### config.mk
export PLATFORM = sky130hd
export DESIGN_NAME = clic_irq_scheduler
export DESIGN_NICKNAME = d
export VERILOG_FILES = /design/src/rtl/clic_irq_scheduler.sv
export SDC_FILE = /design/constraint.sdc
export NUM_CORES = 1
export LEC_CHECK = 0
export BUFFER_PORTS_ARGS = -buffer_cell sky130_fd_sc_hd__buf_2
export CAP_MARGIN = 20
export CORE_AREA = 4 4 461 463
export DETAILED_ROUTE_END_ITERATION = 6
export DIE_AREA = 0 0 465 467
export PLACE_DENSITY = 0.3
export SETUP_SLACK_MARGIN = 0.15
export SLEW_MARGIN = 10
export SYNTH_ARGS = -nofsm -noshare
export SYNTH_HDL_FRONTEND = slang
export SYNTH_SLANG_ARGS = --single-unit
export TNS_END_PERCENT = 1
### constraint.sdc
create_clock -name clk_i -period 153.4 [get_ports clk_i]
set_input_delay 15.34 -clock clk_i [delete_from_list [all_inputs] [get_ports clk_i]]
set_output_delay 15.34 -clock clk_i [all_outputs]
set_load 0.03 [all_outputs]
### src/rtl/clic_irq_scheduler.sv
// clic_irq_scheduler
//   Picks the highest-priority eligible interrupt source and offers it to the
//   hart through a valid/ready handshake. A request is withdrawn (KILL) when
//   its source stops being eligible or a strictly higher key appears before
//   it is accepted.
//
// Ports
//   clk_i, rst_i          clock, synchronous active-high reset
//   ip_i/ie_i/le_i/shv_i  per-source pending, enable, edge, hw-vectored flags
//   intv_i, vsid_i        per-source virtualized flag and VS context id
//   vsprio_i              per-context VS priority
//   intctl_i, thresh_i    per-source level, global level threshold
//   irq_valid_o/ready_i   request handshake; id/level/shv are registered
//   edge_ack_o            one-hot pending-clear pulse for edge sources
//
// Build option
//   CLIC_VSPRIO_EN        prefixes the arbitration key with the VS priority
module clic_irq_scheduler #(
  parameter int unsigned N_SOURCE    = 32,
  parameter int unsigned INTCTLBITS  = 8,
  parameter int unsigned MAX_VSCTXTS = 64,
  parameter int unsigned VsidWidth   = 6,
  parameter int unsigned VsprioWidth = 8
) (
  input  logic                         clk_i,
  input  logic                         rst_i,
  input  logic [N_SOURCE-1:0]          ip_i,
  input  logic [N_SOURCE-1:0]          ie_i,
  input  logic [N_SOURCE-1:0]          le_i,
  input  logic [N_SOURCE-1:0]          shv_i,
  input  logic [N_SOURCE-1:0]          intv_i,
  input  logic [7:0]                   intctl_i [N_SOURCE],
  input  logic [VsidWidth-1:0]         vsid_i   [N_SOURCE],
  input  logic [VsprioWidth-1:0]       vsprio_i [MAX_VSCTXTS],
  input  logic [7:0]                   thresh_i,
  output logic                         irq_valid_o,
  input  logic                         irq_ready_i,
  output logic [$clog2(N_SOURCE)-1:0]  irq_id_o,
  output logic [7:0]                   irq_level_o,
  output logic                         irq_shv_o,
  output logic [N_SOURCE-1:0]          edge_ack_o
);

  localparam int unsigned IdWidth = $clog2(N_SOURCE);
`ifdef CLIC_VSPRIO_EN
  localparam int unsigned KeyWidth = VsprioWidth + 8;
`else
  localparam int unsigned KeyWidth = 8;
`endif
  // Unimplemented low intctl bits read as ones.
  localparam logic [7:0] LvlMask = 8'((1 << (8 - INTCTLBITS)) - 1);

  typedef enum logic [2:0] {IDLE, ARB, REQ, ACK, KILL} state_t;

  state_t               state, state_n;
  logic [7:0]           lvl  [N_SOURCE];
  logic [KeyWidth-1:0]  key  [N_SOURCE];
  logic [N_SOURCE-1:0]  elig;

  logic                 any_elig;
  logic [IdWidth-1:0]   win_id;
  logic [KeyWidth-1:0]  win_key;
  logic [7:0]           win_lvl;
  logic                 win_shv;

  logic [IdWidth-1:0]   reg_id;
  logic [KeyWidth-1:0]  reg_key;
  logic [7:0]           reg_lvl;
  logic                 reg_shv;
  logic                 kill;

  always_comb begin
    for (int unsigned i = 0; i < N_SOURCE; i++) begin
      lvl[i]  = intctl_i[i] | LvlMask;
      elig[i] = ip_i[i] & ie_i[i] & (lvl[i] > thresh_i);
`ifdef CLIC_VSPRIO_EN
      if (!intv_i[i])
        key[i] = {{VsprioWidth{1'b1}}, lvl[i]};
      else if (32'(vsid_i[i]) < MAX_VSCTXTS)
        key[i] = {vsprio_i[vsid_i[i]], lvl[i]};
      else
        key[i] = {{VsprioWidth{1'b0}}, lvl[i]};
`else
      key[i] = lvl[i];
`endif
    end
  end

`ifndef CLIC_VSPRIO_EN
  // Virtualization inputs have no effect in this build.
  logic unused_vs;
  always_comb begin
    unused_vs = ^intv_i;
    for (int unsigned i = 0; i < N_SOURCE; i++)
      unused_vs = unused_vs ^ (^vsid_i[i]);
    for (int unsigned j = 0; j < MAX_VSCTXTS; j++)
      unused_vs = unused_vs ^ (^vsprio_i[j]);
  end
`endif

  // Ascending scan with >= so the higher index wins on equal keys.
  always_comb begin
    any_elig = 1'b0;
    win_id   = '0;
    win_key  = '0;
    win_lvl  = '0;
    win_shv  = 1'b0;
    for (int unsigned i = 0; i < N_SOURCE; i++) begin
      if (elig[i] && (!any_elig || key[i] >= win_key)) begin
        any_elig = 1'b1;
        win_id   = IdWidth'(i);
        win_key  = key[i];
        win_lvl  = lvl[i];
        win_shv  = shv_i[i];
      end
    end
  end

  assign kill = !elig[reg_id] || (any_elig && (win_key > reg_key));

  always_ff @(posedge clk_i) begin
    if (rst_i) begin
      state   <= IDLE;
      reg_id  <= '0;
      reg_key <= '0;
      reg_lvl <= '0;
      reg_shv <= 1'b0;
    end else begin
      state <= state_n;
      if (state == ARB && any_elig) begin
        reg_id  <= win_id;
        reg_key <= win_key;
        reg_lvl <= win_lvl;
        reg_shv <= win_shv;
      end
    end
  end

  always_comb begin
    state_n    = state;
    edge_ack_o = '0;
    case (state)
      IDLE: if (any_elig) state_n = ARB;
      ARB:  state_n = any_elig ? REQ : IDLE;
      REQ: begin
        // Accepting the request beats withdrawing it.
        if (irq_ready_i)  state_n = ACK;
        else if (kill)    state_n = KILL;
      end
      ACK: begin
        if (le_i[reg_id]) edge_ack_o[reg_id] = 1'b1;
        state_n = IDLE;
      end
      KILL:    state_n = IDLE;
      default: state_n = IDLE;
    endcase
  end

  assign irq_valid_o = (state == REQ);
  assign irq_id_o    = reg_id;
  assign irq_level_o = reg_lvl;
  assign irq_shv_o   = reg_shv;

endmodule
-- Word-level counts from Yosys, hierarchy flattened
Index checks and enable logic that the tools add are counted.
- bits in registers: 17
- input port bits: 1131
- word-level logic and storage cells: 379
- $lt $le $gt $ge: 66
- eq/ne operators: 5
- muxes and demuxes: 140
- bitwise operators: 64
- reductions and logical operators: 100
- operators with widths (kind ; count):
    greater-than comparator 8 bit ; 33
    2-to-1 mux 8 bit ; 32
    greater-or-equal comparator 8 bit ; 31
    2-to-1 mux 5 bit ; 30
    2-to-1 mux 1 bit ; 68
    AND 1 bit ; 64
    2-to-1 mux 32 bit ; 2
    logical AND 1 bit ; 34
    zero test 1 bit ; 32
    logical OR 1 bit ; 32
    binary-select mux 1 bit (select 5 bit) ; 2
    2-to-1 mux 3 bit ; 3
    one-hot mux 3 bit (3 select lines) ; 1
    == test 3 x 2 -> 1 bit, second input constant ; 2
    less-than comparator 5 x 6 -> 1 bit, second input constant ; 1
    demux 1 bit (select 5 bit) ; 1
    greater-or-equal comparator 5 x 1 -> 1 bit, second input constant ; 1
    == test 3 x 1 -> 1 bit, second input constant ; 1
    zero test 3 bit ; 1
    != test 3 x 1 -> 1 bit, second input constant ; 1
    2-to-1 mux 2 bit ; 1
    != test 2 bit, second input constant ; 1
    AND reduction 2 bit ; 1

-- Longest topological paths before layout
Gate-level depths: netlist of run 1.
- word-level depth: 133
- depth in mapped cells: 334

-- Worst setup path before layout of run 1
No wires, ideal clock.
- path type: input to register
- start: input thresh_i[7]
- end: register state[2]
- data arrival time: 75.320 ns
- data required time: 153.285 ns
- setup slack: 77.965 ns
- cell stages on the path: 318
- buffers on the path: 31
- path through: inv_1 > ha_1 > a21oi_1 > o21ai_1 > a2111oi_2 > or2_1 > buf_2 > nor2_1 > ha_1 > nand2b_1 > a2111o_1 > a31oi_1 > o21ai_0 > o21ai_0 > mux2_2 > ha_1 > nand2b_1 > a31oi_1 > (+282 left out) > nand2b_1 > a21oi_1 > a21o_1 > clkbuf_1 > o21ai_0 > o21ai_1 > ha_1 > nor2b_1 > o21a_1 > o21ai_0 > nand2b_1 > a21oi_1 > nor2_1 > a211oi_1 > a21oi_1 > o22ai_1 > or4_1 > nor3b_1
- longest elaborated chain between the ends: 132
- RTL lines (item ; line ; source):
    from (decl) ; 35 ; input logic [7:0] thresh_i,
    greater-than comparator 8 bit ; 75 ; elig[i] = ip_i[i] & ie_i[i] & (lvl[i] > thresh_i);
    AND 1 bit ; 75 ;
    2-to-1 mux 8 bit / 2-to-1 mux 1 bit (equally long branches) ; 109 ; if (elig[i] && (!any_elig || key[i] >= win_key)) begin
    greater-or-equal comparator 8 bit / zero test 1 bit (equally long branches) ; 109 ;
    logical OR 1 bit ; 109 ;
    logical AND 1 bit ; 109 ;
    2-to-1 mux 8 bit / 2-to-1 mux 1 bit (equally long branches) ; 109 ;
    greater-or-equal comparator 8 bit / zero test 1 bit (equally long branches) ; 109 ;
    (+117 left out) ; -- ;
    logical AND 1 bit ; 109 ;
    2-to-1 mux 8 bit * ; 109 ;
    named net win_key[1] ; 62 ; logic [KeyWidth-1:0] win_key;
    greater-than comparator 8 bit * ; 119 ; assign kill = !elig[reg_id] || (any_elig && (win_key > reg_key));
    logical AND 1 bit * ; 119 ;
    logical OR 1 bit * ; 119 ;
    != test 3 x 1 -> 1 bit (no source line) * ; -- ;
    AND reduction 2 bit (no source line) * ; -- ;
    to (signal assigned) ; 129 ; state <= state_n;
    to (decl) ; 55 ; state_t state, state_n;
The timed path passes the listed nets; every way through them passes the cells marked *. The select of a mux whose other input is x is not followed.
A chain may end at the register's enable or synchronous reset.

-- Final worst setup path of run 1
Same ends and word-level chain as after synthesis.

==> impl_metrics.py, run 1 <==
metrics = {
    "grt": {
        "grt_first_pass_wirelength_um": 165000,
        "grt_max_degree": 27,
        "grtUsageTotal_pct": 10.8,
        "grt-ovfl-total": 0,
        "grt_pass1_vias": 20200,
        "antenna_found_initial": 53,
    },
    "logic_synthesis": {
        "ys_ff_latch": 17,
        "synth_xor_area_share_pct": 0,
        "yosys.area_share.simple_pct": 22.0,
        "yosysSeqAreaShare_pct": 1.86,
        "synthTopCellsByArea": "ha_1, a21oi_1, a21o_1, nor2_1, inv_1",
        "yosysUniqueCellTypes": 108,
        "synth.most_common_cell": "ha_1",
        "syn-mean-instance-area_um2": 7.49,
        "postSynth.asyncResetShare_pct": 0,
        "synth-edff-count": 0,
        "synth_area_leader_cell": "ha_1",
        "syn_nets": 4061,
        "synth_top_family_by_area": "adder cells",
        "yosysTopAreaCellShare_pct": 33.4,
        "synth_common_cells": "ha_1, nor2_1, inv_1, a21oi_1, nand2_1",
        "synth_fa_ha_area_share_pct": 33.7,
        "synth_compound_area_share_pct": 29.7,
        "syn-instance-count": 2442,
        "yosys_warnings": 0,
        "syn_area_um2": 18300,
        "synth_ff_type": "dfxtp_1",
        "synthMuxAreaShare_pct": 7.69,
    },
    "worst_setup_path": {
        "arrival_ps": 89100,
        "crit_required_ps": 153600,
        "r2r-start": "irq_id_o[0]",
        "end_kind": "flop",
        "r2r_end": "state[1]",
        "crit_fanout": 23,
        "ff2ff_setup_slack_ps": 149920,
        "worst-path-buf-inv": 24,
        "worstSetupPathType": "in2reg",
        "rr_worst_depth": 12,
        "crit_slowest_cell": "nor2_1",
        "cpPeakStageDelay_ps": 850,
        "crit_family": "compound AO/OA/AOI/OAI gates",
        "worstSetupStartpointType": "input pin",
    },
    "clocking": {
        "clkSinkCount": 17,
        "cts_resized": 0,
        "cts_tree": "yes",
        "clock_latency_ps": 270,
        "cts_setup_buffers": 0,
        "holdBufCountCts": 0,
        "clk_pin_slew_ps": 70,
        "numCtsBuffers": 3,
        "cts_root_buffer": "clkbuf_16",
        "clockBufferDepth": 2,
        "cts_htree_levels": 1,
    },
    "die": {
        "die_h_um": 467,
        "core-area_um2": 209000,
        "die-area_um2": 217000,
        "io_pins": 1178,
        "die_w_um": 465,
        "rows": 168,
        "start_util_pct": 8.77,
    },
    "sta": {
        "fin_skew_ps": 7.27,
        "fmax_mhz": 11.2,
        "worstMarginPinSlew_ps": 1160,
        "timing.hold.ws_ps": 509,
        "fin_crit_sh_pct": 58.0,
        "hold_viol_final": 0,
        "setup_viol": 0,
        "fin_setup_tns_ps": 0,
        "relSlewSlack_pct": 22.0,
        "layout_min_cycle_time_ps": 88900,
        "rsz0062_at_grt": "no",
        "slew_violations": 0,
    },
    "hold_path": {
        "min_path_type": "reg2reg",
        "holdPathEnd": "irq_shv_o",
        "hold_path_depth": 2,
        "hold_start": "irq_shv_o",
    },
    "route": {
        "drc_errors": 0,
        "viasPerCell": 3.56,
        "vias": 20200,
        "first_pass_iters": 5,
        "post_drt_wl_per_cell_um": 21.4,
        "wl_um": 122000,
        "drtAntennaViolNets": 0,
        "drtIter0Drc": 1035,
    },
    "power_and_ir_drop": {
        "switching_share_pct": 58.6,
        "combPwrFrac_pct": 94.1,
        "power_leakage_uw": 0.0109,
        "irDropWorstVdd_uv": 3.93,
        "pwr-share-clk_pct": 2.6,
        "cell_internal_pwr_uw": 96.0,
        "powerDensity_nw_per_um2": 9.58,
        "power.share.sequential_pct": 3.3,
        "p_sw_uw": 136,
    },
    "placed_design": {
        "gp_congestion": 0.802,
        "io_buffers": 441,
        "dp_hpwl_um": 107000,
    },
    "layout": {
        "area_growth_pct": 32.3,
        "fill_cells": 24300,
        "layout-drive-gt1-share_pct": 21.1,
        "nets": 4494,
    },
    "flow_run": {
        "cap_violations": 0,
    },
    "status": {
        "outcome": "complete, no violations",
    },
}
logic make-up after synthesis:
group,count (synthesis)
and+or+nand+nor,794
AOI/OAI and AO/OA,786
adders and majority gates,494
buffers and inverters,238
muxes,113
DFF,17
power by group through the flow:
stage	clock network (uW)	registers, uW	logic [uW]
final	6.04	7.61	218
after global routing	6.49	7.90	249
after CTS	6.37	7.73	225
after detailed placement	0	7.84	224
after global placement	0	7.84	224
after floorplan	0	9.12	142
cell type report:
cell class                 instances  area, um^2  area share (%)
multi-input combinational       2187       17100            70.5
tap                             2805        3510            14.5
timing repair buffer             480        2500            10.3
inverter                         186         698            2.88
sequential                        17         343            1.42
clock buffer                       4        78.8           0.326
antenna                           10        25.0           0.103
tightest hold or removal path, stage by stage (launching register included):
cell      delay [ps]
dfxtp_1          320
nor2_1           100
a311oi_1          50
routing by layer:
metal,track usage [%],routed length [um]
met4,1.32,1950
met2,19.1,59300
met5,0,51
met3,0.774,3140
met1,14.6,57400
worst max path at each step:
stage                     to   startpoint  cells after the start
floorplan           state[2]  thresh_i[7]                    318
global placement    state[2]  thresh_i[7]                    307
detailed placement  state[2]  thresh_i[7]                    305
CTS                 state[2]  thresh_i[7]                    305
global route        state[2]  thresh_i[7]                    307
finish              state[2]  thresh_i[7]                    306
sequential cells by signal, summed over array words and instances (netlist names):
| name | cells |
|---|---|
| state | 3 |
| irq_id_o | 5 |
| irq_shv_o | 1 |
| reg_key | 8 |
cell usage in the layout (no fill, tap or decap), types with 21 or more instances in the layout:
master	instances
nand4_1	53
o21ai_0	125
a211oi_1	33
mux2i_1	63
o31ai_1	21
nor3_1	21
buf_2	442
nand2_1	174
o21a_1	56
and2_1	37
buf_4	38
nor2b_1	51
nand2b_1	69
inv_1	178
nand3_1	74
ha_1	488
a21oi_1	176
a21o_1	106
mux2_2	22
and3_1	26
a31oi_1	39
o211ai_1	33
nor2_1	211
per-stage QoR:
| step | total power [uW] | instance area, um^2 | instances | setup slack (ps) | util [%] |
|---|---|---|---|---|---|
| 2_1_floorplan | 151 | 18300 | 2442 | 77960 | - |
| 3_3_place_gp | 232 | 24100 | 5674 | 63600 | 11.5 |
| 3_5_place_dp | 232 | 24100 | 5674 | 63760 | 11.5 |
| 4_1_cts | 239 | 24200 | 5678 | 63780 | 11.6 |
| 5_1_grt | 263 | 24200 | 5683 | 57830 | 11.6 |
| 6_report | 232 | 24200 | 5689 | 64500 | 11.6 |
Power figures use the tool's default switching activity.
==> inputs of run 2 (changes only) <==
--- a/config.mk
+++ b/config.mk
@@ -5,11 +5,12 @@
 export SDC_FILE = /design/constraint.sdc
 export NUM_CORES = 1
 export LEC_CHECK = 0
+export ABC_AREA = 1
 export BUFFER_PORTS_ARGS = -buffer_cell sky130_fd_sc_hd__buf_2
 export CAP_MARGIN = 20
-export CORE_AREA = 4 4 461 463
+export CORE_AREA = 4 4 454 456
 export DETAILED_ROUTE_END_ITERATION = 6
-export DIE_AREA = 0 0 465 467
+export DIE_AREA = 0 0 458 460
 export PLACE_DENSITY = 0.3
 export SETUP_SLACK_MARGIN = 0.15
 export SLEW_MARGIN = 10
==> constraint.sdc (replaced) <==
create_clock -name clk_i -period 87.8 [get_ports clk_i]
set_input_delay 8.78 -clock clk_i [delete_from_list [all_inputs] [get_ports clk_i]]
set_output_delay 8.78 -clock clk_i [all_outputs]
set_load 0.03 [all_outputs]
==> impl_metrics.py, run 2 <==
metrics = {
    "status": {
        "outcome": "complete, no violations",
    },
    "worst_setup_path": {
        "cp_common_cell": "nand2_1",
        "worstSetupStartpointType": "input pin",
        "end_kind": "flop",
        "crit_required_ps": 87930,
        "crit_fanout": 22,
        "arrival_ps": 63640,
        "cpPeakStageDelay_ps": 900,
        "crit_slowest_cell": "o21ai_0",
        "worstSetupPathType": "in2reg",
    },
    "power_and_ir_drop": {
        "irDropWorstVdd_uv": 9.38,
        "powerDensity_nw_per_um2": 20.3,
        "power_leakage_uw": 0.0113,
    },
    "route": {
        "drtIter0Drc": 775,
        "post_drt_wl_per_cell_um": 19.3,
        "vias": 19500,
        "drtAntennaViolNets": 0,
        "first_pass_iters": 5,
        "wl_um": 113000,
        "viasPerCell": 3.33,
        "drc_errors": 0,
    },
    "layout": {
        "regMostFlops": "reg_key",
        "layout_commonest_cell": "nand2_1",
        "nets": 4784,
        "layoutNonFillerInstCount": 5842,
        "area_growth_pct": 32.7,
        "final_cell_mix": "nand2_1, ha_1, buf_2",
        "largest_reg_flops": 8,
        "utilization_pct": 11.1,
        "layout-drive-gt1-share_pct": 19.5,
    },
    "placed_design": {
        "gp_congestion": 0.784,
        "io_buffers": 441,
        "dpl.cell_count": 5832,
        "dp_hpwl_um": 102000,
    },
    "sta": {
        "fin_crit_sh_pct": 72.3,
        "rsz0062_at_grt": "no",
        "fin_setup_tns_ps": 0,
        "setup_viol": 0,
        "layout_min_cycle_time_ps": 63510,
        "fin_skew_ps": 3.35,
        "relSlewSlack_pct": 30.4,
        "fmax_mhz": 15.7,
        "slew_violations": 0,
        "hold_viol_final": 0,
        "worstMarginPinSlew_ps": 1040,
    },
    "grt": {
        "antenna_found_initial": 15,
        "grt-ovfl-total": 0,
        "grt_pass1_vias": 19400,
        "grt_max_degree": 23,
        "grtUsageTotal_pct": 10.3,
        "grt_first_pass_wirelength_um": 152000,
    },
    "clocking": {
        "clockBufferDepth": 2,
        "cts_root_buffer": "clkbuf_16",
        "cts_tree": "yes",
        "clkSinkCount": 17,
        "clk_pin_slew_ps": 60,
        "cts_htree_levels": 1,
        "holdBufCountCts": 0,
        "clock_latency_ps": 260,
        "numCtsBuffers": 3,
        "cts_setup_buffers": 0,
        "cts_resized": 0,
    },
    "die": {
        "rows": 165,
        "die-area_um2": 211000,
        "io_pins": 1178,
        "core-area_um2": 202000,
        "start_util_pct": 8.38,
        "die_w_um": 458,
        "die_h_um": 460,
    },
    "logic_synthesis": {
        "synth_ff_type": "dfxtp_1",
        "syn-instance-count": 2726,
        "syn_nets": 4345,
        "yosysTopAreaCellShare_pct": 36.1,
        "synth-edff-count": 0,
        "yosysSeqAreaShare_pct": 2.01,
        "syn_area_um2": 16900,
        "postSynth.asyncResetShare_pct": 0,
        "synthTopCellsByArea": "ha_1, nand2_1, o21ai_0, inv_1, a21oi_1",
        "ys_ff_latch": 17,
        "synth_area_leader_cell": "ha_1",
        "synth_common_cells": "nand2_1, ha_1, o21ai_0, inv_1, a21oi_1",
        "syn-mean-instance-area_um2": 6.20,
        "yosys_warnings": 0,
        "yosysUniqueCellTypes": 53,
        "synth.most_common_cell": "nand2_1",
    },
    "hold_path": {
        "min_path_type": "reg2reg",
    },
    "flow_run": {
        "cap_violations": 0,
    },
}
run 2: cell types whose count changed after synthesis, sizes merged, moves of 35 or more:
cell	previous run	this run
nand2	175	806
o21ai	146	337
inv	186	322
a21o	106	5
nand2b	69	0
mux2i	64	0
nor2b	51	0
o21a	56	5
a31oi	42	1
mux2	35	0
run 2: cell type report:
| class | count | area, um^2 |
|---|---|---|
| fill | 23700 | 179000 |
| multi-input combinational | 2334 | 14900 |
| tap | 2672 | 3340 |
| timing repair buffer | 482 | 2530 |
| inverter | 327 | 1230 |
| sequential | 17 | 340 |
| clock buffer | 3 | 75.1 |
| antenna | 6 | 15.0 |
| clock inverter | 1 | 5.00 |
run 2: cell families after synthesis:
group	count (synthesis)	share of synthesized area, %
DFF	17	2.01
buffers and inverters	375	9.85
and+or+nand+nor	1173	29.9
AOI/OAI and AO/OA	673	22.1
adders and majority gates	488	36.1
run 2: where the power goes:
| part | internal [uW] | switching, uW |
|---|---|---|
| logic | 142 | 287 |
| clock network | 6.14 | 3.93 |
| registers | 11.5 | 4.50 |
run 2: stage by stage:
step / hold WS (ps) / worst slack, ps / total power (uW) / cell area, um^2
final: 569 / 24290 / 454 / 22400
after global routing: 612 / 16290 / 528 / 22400
after CTS: 568 / 22570 / 476 / 22400
after detailed placement: 563 / 22440 / 463 / 22300
after global placement: 570 / 22150 / 462 / 22300
after floorplan: 533 / 35830 / 288 / 16900
run 2: metal layers:
layer  wire length [um]  GRT usage, %  vias up
met3               2320         0.685       71
li1                   -             -    10200
met5                 34             0        -
met1              46300          11.8     8844
met4               4210          3.20        6
met2              60100          20.1      335
run 2: final timing paths:
path               startpoint         end  slack, ps  cells after the start
setup reg to reg  irq_id_o[1]    state[2]      84190                     13
hold / removal     reg_key[1]  reg_key[1]        570                      4
hold reg to reg    reg_key[1]  reg_key[1]        570                      4
setup / recovery  thresh_i[2]    state[2]      24290                    339
run 2: critical path: cells and delay by family:
family	cells	cell delay, ps
buffers and inverters	25	2540
AO/OA/AOI/OAI	97	20100
AND/OR/NAND/NOR	184	21250
adder cells (fa/ha/maj)	33	10720
